<file path="src/rtl/mem_access.sv">
// Memory-access stage controller: turns an execute-stage result into a single
// request/acknowledge bus transaction with alignment checking and a timeout.
module mem_access #(
  parameter int TIMEOUT = 16,
  parameter int WIDTH   = 64
) (
  input  logic             clk,
  input  logic             reset,
  input  logic             start,
  input  logic             mem_read,
  input  logic             mem_write,
  input  logic [WIDTH-1:0] address,
  input  logic [WIDTH-1:0] write_data,
  output logic [WIDTH-1:0] read_data,
  output logic             done,
  output logic             error,
  output logic             busy,
  output logic             bus_req,
  output logic             bus_we,
  output logic [WIDTH-1:0] bus_addr,
  output logic [WIDTH-1:0] bus_wdata,
  input  logic             bus_ack,
  input  logic [WIDTH-1:0] bus_rdata
);

  localparam int CNT_W = $clog2(TIMEOUT) + 1;

  localparam logic [1:0] S_IDLE = 2'd0;
  localparam logic [1:0] S_REQ  = 2'd1;
  localparam logic [1:0] S_DONE = 2'd2;
  localparam logic [1:0] S_ERR  = 2'd3;

  logic [1:0]       r_state;
  logic [CNT_W-1:0] r_cnt;

  logic w_misaligned;
  logic w_last_cycle;

  assign w_misaligned = (address[2:0] != 3'b000);
  assign w_last_cycle = (r_cnt == CNT_W'(TIMEOUT - 1));

  // NOTE: every output is a flop updated with non-blocking assignments, so all
  // decisions below read the pre-edge state; the datapath registers share the
  // async reset because the bus must present zeros while reset is high.
  always_ff @(posedge clk or posedge reset) begin
    if (reset) begin
      r_state   <= S_IDLE;
      r_cnt     <= '0;
      done      <= 1'b0;
      error     <= 1'b0;
      busy      <= 1'b0;
      bus_req   <= 1'b0;
      bus_we    <= 1'b0;
      bus_addr  <= '0;
      bus_wdata <= '0;
      read_data <= '0;
    end else begin
      done  <= 1'b0;
      error <= 1'b0;
      case (r_state)
        S_IDLE: begin
          if (start) begin
            bus_addr  <= address;
            bus_wdata <= write_data;
            busy      <= 1'b1;
            if (!mem_read && !mem_write) begin
              r_state <= S_DONE;
              done    <= 1'b1;
            end else if ((mem_read && mem_write) || w_misaligned) begin
              r_state <= S_ERR;
              error   <= 1'b1;
            end else begin
              r_state <= S_REQ;
              bus_req <= 1'b1;
              bus_we  <= mem_write;
              r_cnt   <= '0;
            end
          end
        end

        // An ack in the final counted cycle is checked first, so it beats the timeout.
        S_REQ: begin
          if (bus_ack) begin
            r_state <= S_DONE;
            bus_req <= 1'b0;
            done    <= 1'b1;
            if (!bus_we) read_data <= bus_rdata;
          end else if (w_last_cycle) begin
            r_state <= S_ERR;
            bus_req <= 1'b0;
            error   <= 1'b1;
          end else begin
            r_cnt <= r_cnt + 1'b1;
          end
        end

        S_DONE, S_ERR: begin
          r_state <= S_IDLE;
          busy    <= 1'b0;
        end

        default: begin
          r_state <= S_IDLE;
          busy    <= 1'b0;
          bus_req <= 1'b0;
        end
      endcase
    end
  end

endmodule

</file>
<file path="config.mk">
export PLATFORM = sky130hd
export DESIGN_NAME = mem_access
export DESIGN_NICKNAME = d
export VERILOG_FILES = /design/src/rtl/mem_access.sv
export SDC_FILE = /design/constraint.sdc
export NUM_CORES = 1
export LEC_CHECK = 0
export ABC_AREA = 1
export CAP_MARGIN = 10
export CORE_AREA = 2 2 152 154
export DETAILED_ROUTE_END_ITERATION = 12
export DIE_AREA = 0 0 154 156
export PLACE_DENSITY = 0.7
export SETUP_SLACK_MARGIN = 0.3
export SYNTH_ARGS = -nofsm -noshare
export SYNTH_HDL_FRONTEND = slang
export SYNTH_SLANG_ARGS = --single-unit
</file>
<file path="constraint.sdc">
create_clock -name clk -period 13.41 [get_ports clk]
set_clock_uncertainty 0.15 [all_clocks]
set_input_delay 1.341 -clock clk [delete_from_list [all_inputs] [get_ports clk]]
set_output_delay 1.341 -clock clk [all_outputs]
set_load 0.005 [all_outputs]
</file>
==> run_results.csv, run 1 <==
group,metric,value,unit
global_route,grt.met1_usage,0.253,
cts,htreeDepth,1,
synth,netlist_area,8080,µm²
sta,fin_crit_sh,0.258,
synth,yosysUniqueCellTypes,21,
synth,netlist_instances,909,
global_route,met3_usage,0.0519,
layout,final_common_cell,"nand2_1",
cts,ctsHoldBuffers,0,
pwr,p_per_area,224,nW/µm²
cts,clockBufferDepth,3,
detailed_routing,route.detailed.drc,0,
sta,hold_ws,0.320,ns
global_route,grt_max_degree,129,
worst_setup_path,critPathCaptureType,"flop",
floorplanning,rows,55,
min_path,hold_class,"flop to flop",
floorplanning,coreArea,22400,µm²
floorplanning,die_y,156,µm
sta,setup_viol,0,
status,status,"completed",
placement,portBuffers,394,
pwr,p_leak,6.33,nW
global_route,use_met2,0.357,
synth,synth_seq_cells,204,
global_route,antenna_found_initial,0,
cts,path_clk_slew,0.06,ns
layout,n_antenna_cell,0,
placement,postPlaceCellArea,12100,µm²
detailed_routing,drt-initial-drc-count,493,
synth,synth_area_leaders,"dfrtp_1 63%, nand2_1 25%, nand3_1 4.5%, buf_4 1.7%, buf_6 1.5%",
cts,cts_tree,"done",
cts,cts_num_sinks,204,
cts,post_cts_buffers,0,
floorplanning,io_pins,395,
global_route,grt_use_total,0.205,
layout,drive_gt1_frac,0.0437,
cts,cts_buffers,24,
synth,netlist.area_leader.share,0.632,
worst_setup_path,cp_max_fo,89,
detailed_routing,routed_wl,25300,µm
sta,fmax,289,MHz
worst_setup_path,worstPathRequired,13.71,ns
synth,yosys_warnings,0,
layout,design_area,12900,µm²
pwr,max-vdd-ir-drop,102,µV
cts,cts_root_buf,"clkbuf_16",
floorplanning,dieArea,24000,µm²
synth,yosysSeqAreaShare,0.632,
sta,finalHoldViolations,0,
worst_setup_path,reg2regPathDepth,6,
placement,dp_hpwl,17500,µm
layout,fin_nets,1486,
detailed_routing,wl_per_cell,15.9,µm
synth,synth.avg_cell_area,8.88,µm²
sta,rsz0062_at_grt,"no",
floorplanning,die_w,154,µm
detailed_routing,vias,7333,
detailed_routing,antenna_left,0,
cts,clock_latency,0.52,ns
detailed_routing,vias_per_cell,4.61,
worst_setup_path,worstPathArrival,3.76,ns
synth,synth_nets,1109,
run,max-cap-violations,0,
worst_setup_path,crit_path_start_kind,"input pin",
sta,max_slew_margin,0.346,
min_path,holdPathStages,2,
cts,post_cts_resized,0,
floorplanning,initial_utilization,0.361,
sta,fin_crit,3.45,ns
sta,tns,0,ns
detailed_routing,first_pass_iters,5,
sta,worstMarginPinSlew,0.981,ns
sta,maxSlewViolCount,0,
synth,synth_top_cell_by_area,"dfrtp_1",
global_route,grt_pass1_vias,7323,
global_route,grt_first_pass_wirelength,39700,µm
placement,gp_congestion,0.811,
layout,area_growth,59.8,%
global_route,top_usage_layer,"met2",
worst_setup_path,criticalPathCategory,"input pin to flop",
global_route,overflow,0,
layout,final_cell_mix,"538 x nand2_1, 394 x clkdlybuf4s50_1, 204 x dfrtp_1",
[registers in the layout, indices dropped and copies added, names as in the netlist]
signal and flops:
r_cnt 5, error 1, read_data 64, bus_wdata 64, bus_we 1, done 1
busy 1, bus_req 1, r_state 2, bus_addr 64
[critical path, stage by stage]
cell             delay, ns
clkdlybuf4s50_1       0.55
nand2_4               0.30
inv_4                 0.44
buf_4                 0.76
nand2_1               0.22
nand2_1               0.11
[Yosys cell counts]
cell and number:
a21oi_1 2, buf_2 16, buf_4 18, buf_6 11, clkbuf_1 4, dfrtp_1 204, ha_1 2, inv_1 10
inv_2 2, nand2_1 538, nand2_2 4, nand3_1 73, nand4_1 1, nor2_1 13, nor2_2 2, nor2_4 1
nor3_1 1, o21a_1 1, o21ai_0 4, o21bai_1 1, o31ai_1 1
[metrics by stage]
| step | power (mW) | std cells | utilization | worst slack (ns) |
|---|---|---|---|---|
| floorplan | 1.52 | 909 | - | 6.35 |
| global placement | 2.22 | 1544 | 0.540 | 9.33 |
| detailed placement | 2.24 | 1544 | 0.540 | 9.28 |
| CTS | 2.92 | 1588 | 0.576 | 9.81 |
| global route | 3.08 | 1589 | 0.577 | 9.69 |
| finish | 2.89 | 1589 | 0.577 | 9.96 |
[path summary, 6_finish.rpt]
check / from / to / slack (ns)
worst max-delay path: start / bus_wdata[39]$_DFFE_PP0P_ / 9.96
worst min-delay path: read_data[55]$_DFFE_PP0P_ / read_data[55]$_DFFE_PP0P_ / 0.32
worst max register to register: r_state[1]$_DFFE_PP0P_ / bus_wdata[39]$_DFFE_PP0P_ / 10.73
worst min register to register: read_data[55]$_DFFE_PP0P_ / read_data[55]$_DFFE_PP0P_ / 0.32
max in group asynchronous: reset / bus_wdata[1]$_DFFE_PP0P_ / 10.20
min in group asynchronous: reset / bus_addr[38]$_DFFE_PP0P_ / 1.22
[cell type report]
cell class              instances  area (µm²)
fillers                      1962        9460
flip-flops and latches        204        5100
repair buffers                400        4000
multi-input cells             644        2580
clock buffers                  31         667
well taps                     285         357
clock inverters                13         141
inverters                      12        55.1
[logic make-up (layout without fill, tap and decap cells)]
logic type	Yosys count	after routing	synth area share
AO/OA/AOI/OAI	9	9	0.00651
adder cells (fa/ha/maj)	2	2	0.00310
buffers and inverters	61	456	0.0494
flip-flops	204	204	0.632
AND/OR/NAND/NOR	633	633	0.309
[report_power, final]
part           internal (mW)  total [mW]  leakage (nW)  switching, mW
Sequential             0.898        1.05          2.55          0.156
Clock                  0.392       0.656         0.406          0.264
Combinational          0.655        1.18          3.38          0.521
[per-layer routing]
metal  part of all wire  wire length [µm]  vias to the layer above
li1                   -                 -                     3549
met1               0.40             10100                     3444
met2               0.49             12500                      290
met3              0.081              2050                       50
met4              0.025               643                        0
met5                  0                 0                        -
Note: power is estimated with default switching activity, not from simulation.
==> run 2, diff against run 1 <==
Clock period 13.41 ns to 3.4 ns, I/O delays scaled along.
==> run_results.csv, run 2 (synthesis results as in run 1) <==
group,metric,value,unit
pwr,seq_power_share,0.371,
cts,post_cts_resized,0,
placement,dp_cells,1553,
worst_setup_path,path_cells,"clkdlybuf4s50_1",
sta,fin_crit_sh,0.582,
floorplanning,io_pins,395,
sta,max_slew_margin,0.325,
cts,cts_tree,"done",
layout,utilization,0.578,
worst_setup_path,slowest_delay,0.55,ns
run,max-cap-violations,0,
min_path,min_from,"address[23]",
layout,stdcell_count,1592,
layout,drive_gt1_frac,0.0452,
detailed_routing,drt-initial-drc-count,489,
floorplanning,coreArea,22400,µm²
pwr,max-vdd-ir-drop,388,µV
detailed_routing,routed_wl,25500,µm
cts,clock_latency,0.50,ns
detailed_routing,route.detailed.drc,0,
floorplanning,die_w,154,µm
detailed_routing,first_pass_iters,6,
worst_setup_path,cp_max_fo,3,
worst_setup_path,cp.buffers_inverters,1,
worst_setup_path,worstPathArrival,1.49,ns
floorplanning,initial_utilization,0.361,
floorplanning,die_y,156,µm
worst_setup_path,critPathLaunch,"bus_we$_DFFE_PP0P_",
worst_setup_path,cpMaxStageDelayCell,"clkdlybuf4s50_1",
sta,tns,0,ns
pwr,p_switching,3.67,mW
layout,fillerInstances,1970,
detailed_routing,wl_per_cell,16.0,µm
status,status,"completed",
placement,gp_congestion,0.866,
layout,largest_registers,"bus_addr (64), bus_wdata (64), read_data (64)",
cts,cts_num_sinks,204,
layout,final_cell_mix,"538 x nand2_1, 394 x clkdlybuf4s50_1, 204 x dfrtp_1",
cts,ctsHoldBuffers,0,
worst_setup_path,worstPathRequired,2.91,ns
sta,worstMarginPinSlew,1.01,ns
layout,fin_nets,1493,
pwr,p_per_area,870,nW/µm²
layout,area_growth,60.2,%
placement,dp_hpwl,17800,µm
detailed_routing,vias_per_cell,4.60,
sta,fin_crit,1.98,ns
sta,maxSlewViolCount,0,
min_path,hold_class,"input pin to flop",
floorplanning,rows,55,
pwr,p_clk_frac,0.214,
pwr,p_leak,6.34,nW
cts,cts_buffers,23,
sta,fmax,506,MHz
sta,setup_viol,0,
global_route,grt_pass1_vias,7337,
global_route,antenna_found_initial,1,
sta,finalHoldViolations,0,
cts,htreeDepth,1,
worst_setup_path,cpLargestDelayFamily,"buffers and inverters",
cts,post_cts_buffers,0,
worst_setup_path,criticalPathCategory,"flop to primary output",
worst_setup_path,crit_path_start_kind,"flop",
sta,rsz0062_at_grt,"no",
global_route,grt_first_pass_wirelength,39600,µm
detailed_routing,antenna_left,0,
pwr,swShare,0.326,
worst_setup_path,critPathCaptureType,"primary output",
cts,cts_root_buf,"clkbuf_16",
global_route,overflow,0,
layout,final_common_cell,"nand2_1",
pwr,p_int,7.58,mW
global_route,grt_use_total,0.206,
floorplanning,dieArea,24000,µm²
detailed_routing,vias,7325,
global_route,grt_max_degree,131,
cts,path_clk_slew,0.06,ns
sta,setup_ws,1.42,ns
pwr,power_frac_comb,0.415,
worst_setup_path,r2r_start,"r_state[1]$_DFFE_PP0P_",
cts,clockBufferDepth,3,
placement,pre_cts_ws,1.24,ns
placement,portBuffers,394,
-- run 2: power by group through the flow --
stage / Combinational, mW / Sequential, mW / Clock, mW
after global placement: 4.64 / 4.15 / 0
after CTS: 4.74 / 4.17 / 2.47
after global routing: 5.13 / 4.31 / 2.55
after floorplan: 1.76 / 4.24 / 0
final: 4.67 / 4.17 / 2.41
after detailed placement: 4.72 / 4.18 / 0
-- run 2: path summary, 6_finish.rpt --
path	to	slack [ns]	cells past startpoint
max in group asynchronous	bus_addr[35]$_DFFE_PP0P_	2.09	3
hold reg to reg	read_data[56]$_DFFE_PP0P_	0.32	2
setup reg to reg	r_cnt[2]$_DFFE_PP0P_	1.48	8
hold / removal	bus_addr[23]$_DFFE_PP0P_	0.22	3
setup / recovery	bus_we	1.42	1
min in group asynchronous	read_data[10]$_DFFE_PP0P_	0.27	2
-- run 2: per-stage QoR --
step           total power, mW  hold slack (ns)  instance area (µm²)
2_1_floorplan             6.00            0.287                 8080
3_3_place_gp              8.80            0.303                12200
3_5_place_dp              8.90            0.307                12200
4_1_cts                   11.4            0.204                12900
5_1_grt                   12.0            0.219                12900
6_report                  11.3            0.221                12900
-- run 2: area by class of cell --
type                    instances  area (µm²)  area share
multi-input cells             644        2580       0.200
flip-flops and latches        204        5100       0.395
inverters                      12        51.3     0.00397
clock buffers                  32         669      0.0518
diodes                          1        2.50    0.000193
clock inverters                 6        57.6     0.00445
repair buffers                408        4110       0.318
well taps                     285         357      0.0276
-- run 2: metal layers --
layer | wire length [µm] | GRT usage | up-vias
met5 | 0 | 0 | -
met3 | 1960 | 0.0511 | 65
met1 | 10300 | 0.253 | 3419
met2 | 12300 | 0.350 | 287
met4 | 954 | 0.0823 | 0
li1 | - | - | 3554
-- run 2: worst reg2reg max path: stages, from the launching register on --
cell,delay (ns)
dfrtp_1,0.42
inv_1,0.11
nand2_2,0.16
inv_2,0.10
buf_4,0.54
nand2_1,0.11
nor2_1,0.11
nand3_1,0.08
nand2_1,0.07
